File: config.mk
export PLATFORM = sky130hd
export DESIGN_NAME = unified_mem_arb
export DESIGN_NICKNAME = d
export VERILOG_FILES = /design/src/rtl/unified_mem_arb_pkg.sv /design/src/rtl/arb_starve_cnt.sv /design/src/rtl/unified_mem_arb.sv
export SDC_FILE = /design/constraint.sdc
export NUM_CORES = 1
export LEC_CHECK = 0
export BUFFER_PORTS_ARGS = -buffer_cell sky130_fd_sc_hd__buf_2
export CAP_MARGIN = 20
export CORE_AREA = 10 10 108 110
export CTS_CLUSTER_SIZE = 12
export DETAILED_ROUTE_END_ITERATION = 10
export DIE_AREA = 0 0 118 120
export PLACE_DENSITY_LB_ADDON = 0.1
export SYNTH_ARGS = -nofsm -noshare
export SYNTH_HDL_FRONTEND = slang
export SYNTH_SLANG_ARGS = --single-unit
File: constraint.sdc
create_clock -name clk -period 1.8 [get_ports clk]
set_clock_uncertainty 0.2 [all_clocks]
set_input_delay 0.18 -clock clk [delete_from_list [all_inputs] [get_ports clk]]
set_output_delay 0.18 -clock clk [all_outputs]
set_load 0.01 [all_outputs]
File: src/rtl/unified_mem_arb_pkg.sv
// Shared types for the unified instruction/data SRAM arbiter.
// Owner codes tag which requester, if any, owns the read data returning next cycle.
package ZionDataType;

   typedef logic [31:0] CpuType;

   typedef logic [1:0] ArbOwnerType;
   localparam ArbOwnerType IDLE = 2'd0;
   localparam ArbOwnerType IRD  = 2'd1;
   localparam ArbOwnerType DRD  = 2'd2;
   localparam ArbOwnerType DWR  = 2'd3;

endpackage

File: src/rtl/arb_starve_cnt.sv
// Saturating up-counter with synchronous clear; tracks consecutive denied fetch cycles.
module arb_starve_cnt #(
   parameter int unsigned WIDTH = 2
) (
   input  logic             clk,
   input  logic             rst_n,
   input  logic             inc,
   input  logic             clr,
   output logic [WIDTH-1:0] cnt
);

   logic [WIDTH-1:0] cntQ;
   logic [WIDTH-1:0] cntD;

   always_comb begin
      cntD = cntQ;
      if (clr) begin
         cntD = '0;
      end else if (inc && (cntQ != '1)) begin
         cntD = cntQ + WIDTH'(1);
      end
   end

   always_ff @(posedge clk) begin
      if (!rst_n) begin
         cntQ <= '0;
      end else begin
         cntQ <= cntD;
      end
   end

   assign cnt = cntQ;

endmodule

File: src/rtl/unified_mem_arb.sv
// Single-port SRAM arbiter between instruction fetch and data access.
// Data wins by default; fetch is promoted after STARVE_MAX consecutive denials.
module unified_mem_arb
   import ZionDataType::*;
#(
   parameter int unsigned CACHE_WIDTHE  = 5,
   parameter int unsigned CACHE_DEEPTHE = 12,
   parameter int unsigned STARVE_MAX    = 3
) (
   input  logic                         clk,
   input  logic                         rst_n,
   input  logic                         IReq,
   input  logic [CACHE_DEEPTHE-1:0]     IAddr,
   output logic                         IGnt,
   output logic                         IRdValid,
   output logic [(2**CACHE_WIDTHE)-1:0] IRdData,
   input  logic                         DReq,
   input  logic                         DWrEn,
   input  logic [CACHE_DEEPTHE-1:0]     DAddr,
   input  CpuType                       DWrMask,
   input  CpuType                       DWrData,
   output logic                         DGnt,
   output logic                         DRdValid,
   output CpuType                       DRdData,
   output logic                         MemCen,
   output logic                         MemWrEn,
   output logic [CACHE_DEEPTHE-1:0]     MemAddr,
   output CpuType                       MemWrMask,
   output CpuType                       MemWrData,
   input  CpuType                       MemRdData,
   output logic                         FeStall
);

   localparam int unsigned IW = 2 ** CACHE_WIDTHE;
   localparam logic [1:0] StarveMaxC = 2'(STARVE_MAX);

   logic [1:0]               starveCnt;
   logic                     starveFull;
   logic                     anyGnt;
   logic [CACHE_DEEPTHE-1:0] selAddr;
   CpuType                   selMask;
   CpuType                   selData;
   logic [CACHE_DEEPTHE-1:0] memAddrQ;
   CpuType                   memWrMaskQ;
   CpuType                   memWrDataQ;
   ArbOwnerType              ownerQ;
   ArbOwnerType              ownerD;

   assign starveFull = (starveCnt == StarveMaxC);

   // Grants are gated by reset so nothing reaches the SRAM while rst_n is low.
   assign DGnt    = rst_n & DReq & ~(IReq & starveFull);
   assign IGnt    = rst_n & IReq & ~DGnt;
   assign anyGnt  = IGnt | DGnt;
   assign FeStall = IReq & ~IGnt;

   arb_starve_cnt #(
      .WIDTH (2)
   ) uStarve (
      .clk   (clk),
      .rst_n (rst_n),
      .inc   (IReq & ~IGnt),
      .clr   (~IReq | IGnt),
      .cnt   (starveCnt)
   );

   always_comb begin
      selAddr = IAddr;
      selMask = '0;
      selData = '0;
      if (DGnt) begin
         selAddr = DAddr;
         selMask = DWrMask;
         selData = DWrData;
      end
   end

   assign MemCen    = ~anyGnt;
   assign MemWrEn   = DGnt & DWrEn;
   assign MemAddr   = anyGnt ? selAddr : memAddrQ;
   assign MemWrMask = anyGnt ? selMask : memWrMaskQ;
   assign MemWrData = anyGnt ? selData : memWrDataQ;

   always_ff @(posedge clk) begin
      if (!rst_n) begin
         memAddrQ   <= '0;
         memWrMaskQ <= '0;
         memWrDataQ <= '0;
      end else if (anyGnt) begin
         memAddrQ   <= selAddr;
         memWrMaskQ <= selMask;
         memWrDataQ <= selData;
      end
   end

   always_comb begin
      ownerD = IDLE;
      if (IGnt) begin
         ownerD = IRD;
      end else if (DGnt) begin
         ownerD = DWrEn ? DWR : DRD;
      end
   end

   always_ff @(posedge clk) begin
      if (!rst_n) begin
         ownerQ <= IDLE;
      end else begin
         ownerQ <= ownerD;
      end
   end

   // Reset in the return cycle discards the in-flight read.
   assign IRdValid = rst_n & (ownerQ == IRD);
   assign DRdValid = rst_n & (ownerQ == DRD);
   assign IRdData  = IRdValid ? IW'(MemRdData) : '0;
   assign DRdData  = DRdValid ? MemRdData : '0;

endmodule

==> results of run 1 <==
## repair_timing
item / CTS / global route
hold buffers: 59 / 0
endpoints found under the hold margin: 59 / 0
endpoints found under the setup margin: 111 / 145
buffers inserted: 7 / 2
cloned: 6 / 4
resized for setup: 50 / 146
pin swaps: 36 / 50
## cells in the mapped netlist, drive strengths merged
library cell / number / share of area
and4b: 1 / 0.0026
nor2: 81 / 0.078
nor4: 12 / 0.019
and2: 66 / 0.11
dfxtp: 80 / 0.41
nand2: 4 / 0.0045
inv: 66 / 0.064
nor4b: 1 / 0.0023
buf: 32 / 0.047
o21a: 2 / 0.0039
nor3: 24 / 0.031
o21bai: 1 / 0.0019
ha: 1 / 0.0032
nor3b: 1 / 0.0032
a32oi: 64 / 0.14
clkbuf: 10 / 0.0097
and3: 1 / 0.0016
a2111oi: 12 / 0.066
## cell families after synthesis
kind of cell / after synthesis / share of synthesized area
AND/OR/NAND/NOR: 191 / 0.249
buffers and inverters: 108 / 0.120
flip-flops: 80 / 0.412
AO/OA/AOI/OAI: 79 / 0.216
adder cells (fa/ha/maj): 1 / 0.00322
## flip-flops by register name (all words and copies together) (netlist names)
register     flops
uStarve.cnt      2
memWrDataQ      32
ownerQ           2
memAddrQ        12
memWrMaskQ      32
## stage by stage
| stage | cells | power, mW | setup TNS (ps) | cell area, µm² |
|---|---|---|---|---|
| finish | 954 | 4.48 | -24740 | 7490 |
| global route | 954 | 4.68 | -35160 | 7490 |
| CTS | 943 | 4.32 | -22550 | 6750 |
| detailed placement | 855 | 2.82 | -1670 | 5570 |
| global placement | 855 | 2.81 | -1080 | 5570 |
| floorplan | 459 | 2.36 | 0 | 3890 |
## how the worst max path moves through the flow
stage / startpoint / to / slack, ps
floorplan: uStarve.cnt[0] / FeStall / 80
global route: uStarve.cnt[0] / MemAddr[8] / -450
CTS: uStarve.cnt[0] / MemWrEn / -300
global placement: uStarve.cnt[0] / MemAddr[1] / -150
detailed placement: uStarve.cnt[0] / MemAddr[1] / -170
finish: uStarve.cnt[0] / MemAddr[8] / -400
## cells in the final DEF, fill, tap and decap left out, types with 2 or more instances in the layout
master and n:
clkinv_2 3, buf_6 69, dlygate4sd3_1 59, o21a_1 2, diode_2 6, buf_2 206, nor2_4 2, a2111oi_2 2
buf_4 29, nor4_1 12, dfxtp_1 76, nor2_1 78, and2_4 65, dfxtp_2 4, buf_12 9, a32oi_1 53
a32oi_2 11, nor3_2 9, clkbuf_8 10, buf_16 5, nor3_1 15, a2111oi_4 10, clkbuf_16 4, nand2_1 2
inv_1 64
## power groups by stage
| stage | clock [mW] | combinational (mW) | sequential [mW] |
|---|---|---|---|
| after detailed placement | 0 | 0.906 | 1.92 |
| after floorplan | 0 | 0.450 | 1.91 |
| after global placement | 0 | 0.894 | 1.92 |
| final | 1.34 | 1.26 | 1.88 |
| after global routing | 1.45 | 1.34 | 1.89 |
| after CTS | 1.36 | 1.08 | 1.88 |
## cell type report
| class | count | area, µm² | share of cell area |
|---|---|---|---|
| Multi-Input combinational cell | 272 | 2220 | 0.296 |
| Tap cell | 133 | 166 | 0.0222 |
| Clock buffer | 11 | 141 | 0.0189 |
| Antenna cell | 6 | 15.0 | 0.00201 |
| Timing Repair Buffer | 381 | 3030 | 0.405 |
| Clock inverter | 5 | 56.3 | 0.00752 |
| Inverter | 66 | 249 | 0.0333 |
| Sequential cell | 80 | 1610 | 0.215 |
## worst register-to-register path, delay by kind of cell (launching register included)
family / cells / cell delay (ps)
buf+inv: 4 / 500
flops: 1 / 350
simple gates: 2 / 290
fa+ha+maj: 1 / 170
compound gates: 1 / 140
## per-layer routing
metal	vias up	global-route usage	part of all wire
li1	2292	-	-
met1	2428	0.243	0.36
met2	355	0.405	0.51
met3	51	0.0675	0.096
met4	0	0.0804	0.035
met5	-	0	0
==> flow_summary.json, run 1 <==
{
  "drv_slew": 0,
  "end_kind": "output pin",
  "worstPathArrival_ps": 1820,
  "grt_pass1_vias": 4736,
  "slew_headroom": 0.734,
  "path_depth": 6,
  "drtIter0Drc": 584,
  "internal-power_mw": 3.16,
  "crit_path_start_kind": "register",
  "row_count": 36,
  "p_sw_frac": 0.296,
  "power_density_mw_per_mm2": 599,
  "status": "complete, but fails checks",
  "hpwlAfterDp_um": 11900,
  "cts.sinks": 80,
  "yosys_warnings": 0,
  "num_vias": 5126,
  "cts_tree": "yes",
  "hold_end": "uStarve.cnt[0]",
  "synthCells": 459,
  "ctsRootBufferMaster": "clkbuf_8",
  "synth.distinct_cells": 25,
  "maxCapViolCount": 0,
  "min_path_cells": 2,
  "drcViolationCount": 0,
  "antenna_found_initial": 6,
  "finalCritPeriodShare": 1.22,
  "yosysSeqAreaShare": 0.412,
  "p_sw_mw": 1.33,
  "synth_area_per_cell_um2": 8.47,
  "cp_slowest_stage_delay_ps": 340,
  "htreeDepth": 3,
  "cts_buffers": 9,
  "drt-total-wl_um": 20900,
  "cts_buffer_depth": 2,
  "preCtsSetupSlack_ps": -175,
  "area_growth_pct": 92.7,
  "syn_nets": 585,
  "timing.fmax_mhz": 455,
  "crit_required_ps": 1420,
  "rr_startpoint": "uStarve.cnt[1]",
  "die_w_um": 118,
  "clkLatencyLatePin_ps": 350,
  "syn-cell-area_mm2": 0.00389,
  "die_h_um": 120,
  "grt_remaining_overflow": 0,
  "wl_per_cell_um": 21.9,
  "pwr-share-clk": 0.298,
  "grt_usage": 0.224,
  "start_util": 0.407,
  "fin_ws_ps": -396,
  "path_common_cell": "nor3_1",
  "cpMaxStageDelayCell": "dfxtp_2",
  "clkTransAtPathRegs_ps": 80,
  "num_io_pins": 272,
  "seqPwrFrac": 0.420,
  "leakagePower_nw": 3.86,
  "path_cells": "ha_4, buf_4, and2_4, nor3_1, nor3_1, buf_2",
  "reg2reg_to": "ownerQ[0]",
  "grt_pass1_wl_um": 26100,
  "min_path_type": "primary input to register",
  "critical_path_class": "register to output pin",
  "globalplace.congestion": 0.829,
  "die_area_mm2": 0.0142,
  "io_buffers": 271,
  "core_mm2": 0.00955,
  "hold_start": "IReq",
  "hold_viol": 0,
  "path_max_fanout": 7,
  "vias_per_cell": 5.37,
  "rsz0062_at_grt": "true",
  "grt_start_max_net_pins": 66,
  "vdd_drop_max_mv": 0.511,
  "min_period_ps": 2200,
  "violations": "setup timing",
  "drive_above_1_share": 0.550,
  "rrSetupSlack_ps": 80,
  "drt.antenna.violating_nets": 0,
  "num-nets-final": 936,
  "finalSetupViolations": 140,
  "holdWs_ps": 31.7,
  "comb_power_share": 0.282,
  "drt_pass1_iterations": 5,
  "reg2reg_depth": 8,
  "cp_num_buf_inv": 2,
  "utilization": 0.784,
  "worstMarginPinSlew_ps": 399,
  "cpLargestDelayFamily": "simple AND/OR/NAND/NOR gates",
  "ys_seq_elements": 80,
  "fillers": 591
}
Power figures use the tool's default switching activity.
==> run 2, diff against run 1 <==
==> constraint.sdc (replaced) <==
create_clock -name clk -period 1.8 [get_ports clk]
set_clock_uncertainty 0.2 [all_clocks]
set_input_delay 0.18 -clock clk [delete_from_list [all_inputs] [get_ports clk]]
set_output_delay 0.18 -clock clk [all_outputs]
set_load 0.05 [all_outputs]
==> flow_summary.json, run 2 <==
{
  "synth_top_area_share": 0.412,
  "yosysSeqAreaShare": 0.412,
  "synth.distinct_cells": 25,
  "yosys_warnings": 0,
  "die_w_um": 118,
  "synth.top_cells.by_count": "nor2_1 (81), dfxtp_1 (80), and2_1 (66), a32oi_1 (64), inv_1 (64)",
  "synth_area_per_cell_um2": 8.47,
  "syn_nets": 585,
  "ys_async_sr_fraction": 0,
  "synth_edf_count": 0,
  "synth.area.top_cells": "dfxtp_1 (41%), a32oi_1 (14%), and2_1 (11%), nor2_1 (7.8%), inv_1 (6.2%)",
  "yosysMostFrequentCell": "nor2_1",
  "error": "[ERROR DPL-0038] Utilization greater than 100%, impossible to legalize",
  "failing_step": "5_1_grt",
  "synthCells": 459,
  "ctsRootBufferMaster": "clkbuf_8",
  "start_util": 0.407,
  "globalplace.congestion": 0.849,
  "cts.sinks": 80,
  "die_h_um": 120,
  "row_count": 36,
  "hpwlAfterDp_um": 12300,
  "cts_buffers": 9,
  "ys_seq_elements": 80,
  "cts_buffer_depth": 2,
  "synth_top_cell_by_area": "dfxtp_1",
  "grt_start_max_net_pins": 45,
  "status": "aborted with a tool error",
  "io_buffers": 271,
  "num_io_pins": 272,
  "crit_endpoint": "MemAddr[11]",
  "htreeDepth": 3,
  "syn-cell-area_mm2": 0.00389,
  "synthFlopType": "dfxtp_1",
  "preCtsSetupSlack_ps": -191,
  "worst-ep-kind": "top-level output"
}
==> run 2: cell counts after synthesis <==
Identical to the previous run, type by type.
==> run 2: cells by family after synthesis <==
logic type               Yosys count  share of synthesized area
AND/OR/NAND/NOR                  191                      0.249
adder cells (fa/ha/maj)            1                    0.00322
buffers and inverters            108                      0.120
AO/OA/AOI/OAI                     79                      0.216
flip-flops                        80                      0.412
==> run 2: timing repair <==
item / 4_1_cts
pin swaps: 109
hold buffers: 29
gates cloned: 12
buffers inserted: 50
endpoints found under the setup margin: 174
endpoints found under the hold margin: 29
gates resized for setup: 478
==> run 2: through the flow <==
step | std cells | setup TNS [ps] | hold WS [ps] | instance area (µm²) | util
detailed placement | 881 | -9360 | 228 | 6010 | 0.629
floorplan | 459 | -386 | 152 | 4090 | -
CTS | 987 | -37840 | 1.37 | 8930 | 0.936
global placement | 881 | -6320 | 210 | 6010 | 0.629
==> run 3, diff against run 2 <==
--- a/config.mk
+++ b/config.mk
@@ -7,11 +7,10 @@
 export LEC_CHECK = 0
 export BUFFER_PORTS_ARGS = -buffer_cell sky130_fd_sc_hd__buf_2
 export CAP_MARGIN = 20
-export CORE_AREA = 10 10 108 110
-export CTS_CLUSTER_SIZE = 12
+export CORE_AREA = 10 10 110 112
 export DETAILED_ROUTE_END_ITERATION = 10
-export DIE_AREA = 0 0 118 120
-export PLACE_DENSITY_LB_ADDON = 0.1
+export DIE_AREA = 0 0 120 122
+export PLACE_DENSITY_LB_ADDON = 0.15
 export SYNTH_ARGS = -nofsm -noshare
 export SYNTH_HDL_FRONTEND = slang
 export SYNTH_SLANG_ARGS = --single-unit
==> flow_summary.json, run 3 (same netlist as run 1, synthesis figures left out) <==
{
  "drv_slew": 0,
  "grt_pass1_wl_um": 36100,
  "min_period_ps": 2300,
  "drt-total-wl_um": 26400,
  "num_vias": 5468,
  "violations": "setup timing",
  "core_mm2": 0.0100,
  "rrSetupSlack_ps": -240,
  "place_inst": 867,
  "grt_start_max_net_pins": 37,
  "worstPathArrival_ps": 1920,
  "critical_path_class": "register to output pin",
  "wl_per_cell_um": 27.1,
  "timing.fmax_mhz": 436,
  "grtUsageMet3": 0.104,
  "grt_remaining_overflow": 0,
  "drtIter0Drc": 406,
  "area_growth_pct": 138,
  "io_buffers": 271,
  "finalSetupViolations": 154,
  "drt_pass1_iterations": 7,
  "vdd_drop_max_mv": 0.491,
  "mostFrequentLayoutCell": "buf_2",
  "fin_ws_ps": -496,
  "clkLatencyLatePin_ps": 370,
  "maxCapViolCount": 0,
  "num_io_pins": 272,
  "met2_usage": 0.554,
  "rsz0062_at_grt": "true",
  "cts_tree": "yes",
  "fin_cells": 976,
  "final.setup.tns_ps": -41310,
  "status": "complete, but fails checks",
  "grt_pass1_vias": 5884,
  "cts_buffer_depth": 2,
  "htreeDepth": 3,
  "finalCritPeriodShare": 1.28,
  "final_cell_mix": "buf_2 (139), nor2_1 (77), dfxtp_1 (76), buf_4 (76), buf_8 (68)",
  "crit_required_ps": 1420,
  "end_kind": "output pin",
  "power_density_mw_per_mm2": 630,
  "drcViolationCount": 0,
  "crit_path_start_kind": "register",
  "clkTransAtPathRegs_ps": 90,
  "cts.sinks": 80,
  "die_h_um": 122,
  "path_max_fanout": 7,
  "globalplace.congestion": 0.924,
  "grt_usage": 0.316,
  "antenna_found_initial": 6,
  "top_regs": "memWrDataQ (32), memWrMaskQ (32), memAddrQ (12)",
  "die_w_um": 120,
  "busiest_layer": "met2",
  "start_util": 0.387,
  "worstMarginPinSlew_ps": 493,
  "drive_above_1_share": 0.733,
  "hpwlAfterDp_um": 12300,
  "fin_total_pwr_mw": 5.82,
  "slew_headroom": 0.668,
  "use_met1": 0.326,
  "leakagePower_nw": 4.13,
  "min_path_type": "primary input to register",
  "vias_per_cell": 5.60,
  "drt.antenna.violating_nets": 0,
  "row_count": 37,
  "cts_buffers": 9,
  "ctsRootBufferMaster": "clkbuf_8",
  "fillers": 341,
  "hold_viol": 0,
  "die_area_mm2": 0.0146,
  "num-nets-final": 957
}
[run 3: report_power, final]
part           internal [mW]  switching (mW)
clock network          0.898           0.700
logic                  0.928            1.38
registers               1.85          0.0556
[run 3: final cells by class]
cell class	instances	area [µm²]	area share
repair buffers	403	3830	0.415
multi-input cells	271	3130	0.339
flip-flops and latches	80	1610	0.174
inverters	66	249	0.0270
clock buffers	14	173	0.0187
well taps	136	170	0.0184
clock inverters	2	60.1	0.00651
diodes	4	10.0	0.00108
[run 3: per-layer routing]
metal	wire length [µm]	up-vias
met4	1550	2
met5	13	-
li1	-	2330
met1	8800	2642
met3	2430	108
met2	13600	386
[run 3: final timing paths]
check / cells after the start / end / startpoint
min reg2reg: 2 / memWrDataQ[26] / memWrDataQ[26]
min: 4 / memWrDataQ[20] / DWrData[20]
max reg2reg: 10 / memWrMaskQ[22] / uStarve.cnt[1]
max: 6 / MemAddr[7] / uStarve.cnt[1]
[run 3: repair_timing]
action,in CTS,in global routing
pin swaps,120,17
endpoints found under the hold margin,37,0
resized for setup,461,56
hold buffers,37,0
buffers inserted,43,13
setup endpoints to repair,149,156
cloned,10,0
[run 3: stage by stage]
stage	utilization	setup slack (ps)	area [µm²]	hold slack, ps
3_3_place_gp	0.593	-124	5960	213
2_1_floorplan	-	-231	4090	152
4_1_cts	0.888	-333	8920	12.4
6_report	0.919	-496	9230	66.0
5_1_grt	0.919	-532	9230	78.8
3_5_place_dp	0.593	-172	5960	235
[run 3: critical path, stage by stage (launching register included)]
cell and delay [ps]:
dfxtp_2 360, ha_4 200, nand2_8 90, buf_12 180
a2111oi_4 450, nor3_4 80, buf_6 170
==> run 4, diff against run 3 <==
--- a/config.mk
+++ b/config.mk
@@ -11,6 +11,7 @@
 export DETAILED_ROUTE_END_ITERATION = 10
 export DIE_AREA = 0 0 120 122
 export PLACE_DENSITY_LB_ADDON = 0.15
+export REMOVE_ABC_BUFFERS = 1
 export SYNTH_ARGS = -nofsm -noshare
 export SYNTH_HDL_FRONTEND = slang
 export SYNTH_SLANG_ARGS = --single-unit
==> flow_summary.json, run 4 (same netlist as run 1, synthesis figures left out) <==
{
  "hpwlAfterDp_um": 12800,
  "leakagePower_nw": 4.40,
  "clkLatencyLatePin_ps": 380,
  "slew_headroom": 0.622,
  "cp_num_buf_inv": 5,
  "critical_path_class": "register to output pin",
  "reg2reg_to": "memWrDataQ[11]",
  "core_mm2": 0.0100,
  "timing.fmax_mhz": 405,
  "top_layer": "met4",
  "hold_start": "DWrMask[20]",
  "grt_pass1_wl_um": 37600,
  "rrSetupSlack_ps": -410,
  "cp_slowest_stage_delay_ps": 370,
  "vias_per_cell": 6.17,
  "rr_startpoint": "uStarve.cnt[0]",
  "vdd_drop_max_mv": 0.655,
  "rsz0062_at_grt": "true",
  "min_period_ps": 2470,
  "ctsRootBufferMaster": "clkbuf_8",
  "cts_buffer_depth": 2,
  "final_cell_mix": "buf_2 (125), buf_4 (103), buf_6 (84)",
  "grt_pass1_vias": 6104,
  "clkTransAtPathRegs_ps": 100,
  "drv_slew": 0,
  "path_max_fanout": 12,
  "htreeDepth": 3,
  "drt_pass1_iterations": 5,
  "drive_above_1_share": 0.706,
  "min_path_type": "primary input to register",
  "io_buffers": 271,
  "cts_tree": "yes",
  "grt_usage": 0.330,
  "worstPathArrival_ps": 2090,
  "violations": "setup timing",
  "start_util": 0.387,
  "place_area_mm2": 0.00593,
  "status": "complete, but fails checks",
  "crit_required_ps": 1420,
  "hold_end": "memWrMaskQ[20]",
  "drt-met1-wl_um": 10100,
  "grt_remaining_overflow": 0,
  "num_io_pins": 272,
  "finalSetupViolations": 175,
  "drt.antenna.violating_nets": 0,
  "finalCritPeriodShare": 1.37,
  "fin_ws_ps": -667,
  "grt_start_max_net_pins": 65,
  "wl_per_cell_um": 32.4,
  "min_path_cells": 4,
  "row_count": 37,
  "die_w_um": 120,
  "die_h_um": 122,
  "fin_area_mm2": 0.00946,
  "end_kind": "output pin",
  "mostFrequentLayoutCell": "buf_2",
  "antenna_found_initial": 8,
  "cpLargestDelayFamily": "buffers and inverters",
  "cpMaxStageDelayCell": "dfxtp_2",
  "path_cells": "ha_4, buf_12, nand2_8, buf_8, buf_16, a32oi_2, inv_1, buf_6",
  "reg2reg_depth": 11,
  "top_regs": "memWrDataQ (32), memWrMaskQ (32), memAddrQ (12)",
  "crit_path_start_kind": "register",
  "cts.sinks": 80,
  "drtIter0Drc": 668,
  "num-nets-final": 983,
  "wl_met2_um": 15300,
  "maxCapViolCount": 0,
  "area_growth_pct": 143,
  "worstMarginPinSlew_ps": 568,
  "preCtsSetupSlack_ps": -135,
  "power_density_mw_per_mm2": 615,
  "drt-total-wl_um": 32600,
  "num_vias": 6207,
  "cts_buffers": 9,
  "drcViolationCount": 0,
  "met3_length_um": 3900,
  "hold_viol": 0,
  "globalplace.congestion": 0.844,
  "die_area_mm2": 0.0146
}
-- run 4: worst max-delay path by stage --
stage	depth (start not counted)	endpoint	slack [ps]	start
floorplan	4	MemAddr[0]	-1440	uStarve.cnt[0]
global placement	6	MemAddr[0]	-100	uStarve.cnt[0]
detailed placement	6	MemAddr[7]	-140	uStarve.cnt[0]
CTS	5	MemAddr[5]	-340	uStarve.cnt[1]
global route	8	MemWrMask[25]	-650	uStarve.cnt[0]
finish	8	MemWrMask[25]	-670	uStarve.cnt[0]
-- run 4: final cells by class --
type | instances | area (µm²)
timing repair buffer | 428 | 4130
multi-input combinational | 272 | 3070
sequential | 80 | 1610
fill | 278 | 591
inverter | 66 | 249
tap | 136 | 170
clock buffer | 10 | 138
clock inverter | 6 | 67.6
antenna | 8 | 20.0
-- run 4: what timing repair did --
item / CTS / global route
cloned: 10 / 2
endpoints found under the setup margin: 145 / 152
hold endpoints to repair: 23 / 0
pin swaps: 130 / 18
gates resized for setup: 537 / 74
hold buffers: 23 / 0
setup buffers: 59 / 7
-- run 4: per-layer routing --
metal / vias to the layer above / track usage
met5: - / 0
met4: 0 / 0.195
met3: 270 / 0.0985
met2: 680 / 0.570
met1: 2869 / 0.351
li1: 2388 / -
-- run 4: power by group --
group | total [mW] | switching [mW] | internal (mW)
logic | 2.41 | 1.46 | 0.957
clock network | 1.48 | 0.799 | 0.685
registers | 1.92 | 0.0663 | 1.86
total | 5.82 | 2.32 | 3.50
-- run 4: worst register-to-register path, delay by kind of cell, from the launching register on --
family,cells,cell delay (ps)
simple gates,2,240
buf+inv,7,1000
fa+ha+maj,1,190
compound gates,1,140
flops,1,350
-- run 4: metrics by stage --
stage                     cells  TNS, ps  power (mW)   util  hold slack, ps
final                      1006   -57960        5.82  0.941            36.2
after CTS                  1004   -35300        5.42  0.908            13.8
after global routing       1005   -60740        5.89  0.941            41.0
after floorplan             417  -141090        2.84      -             138
after global placement      898    -2600        3.40  0.590             211
after detailed placement    898    -4980        3.42  0.590             219
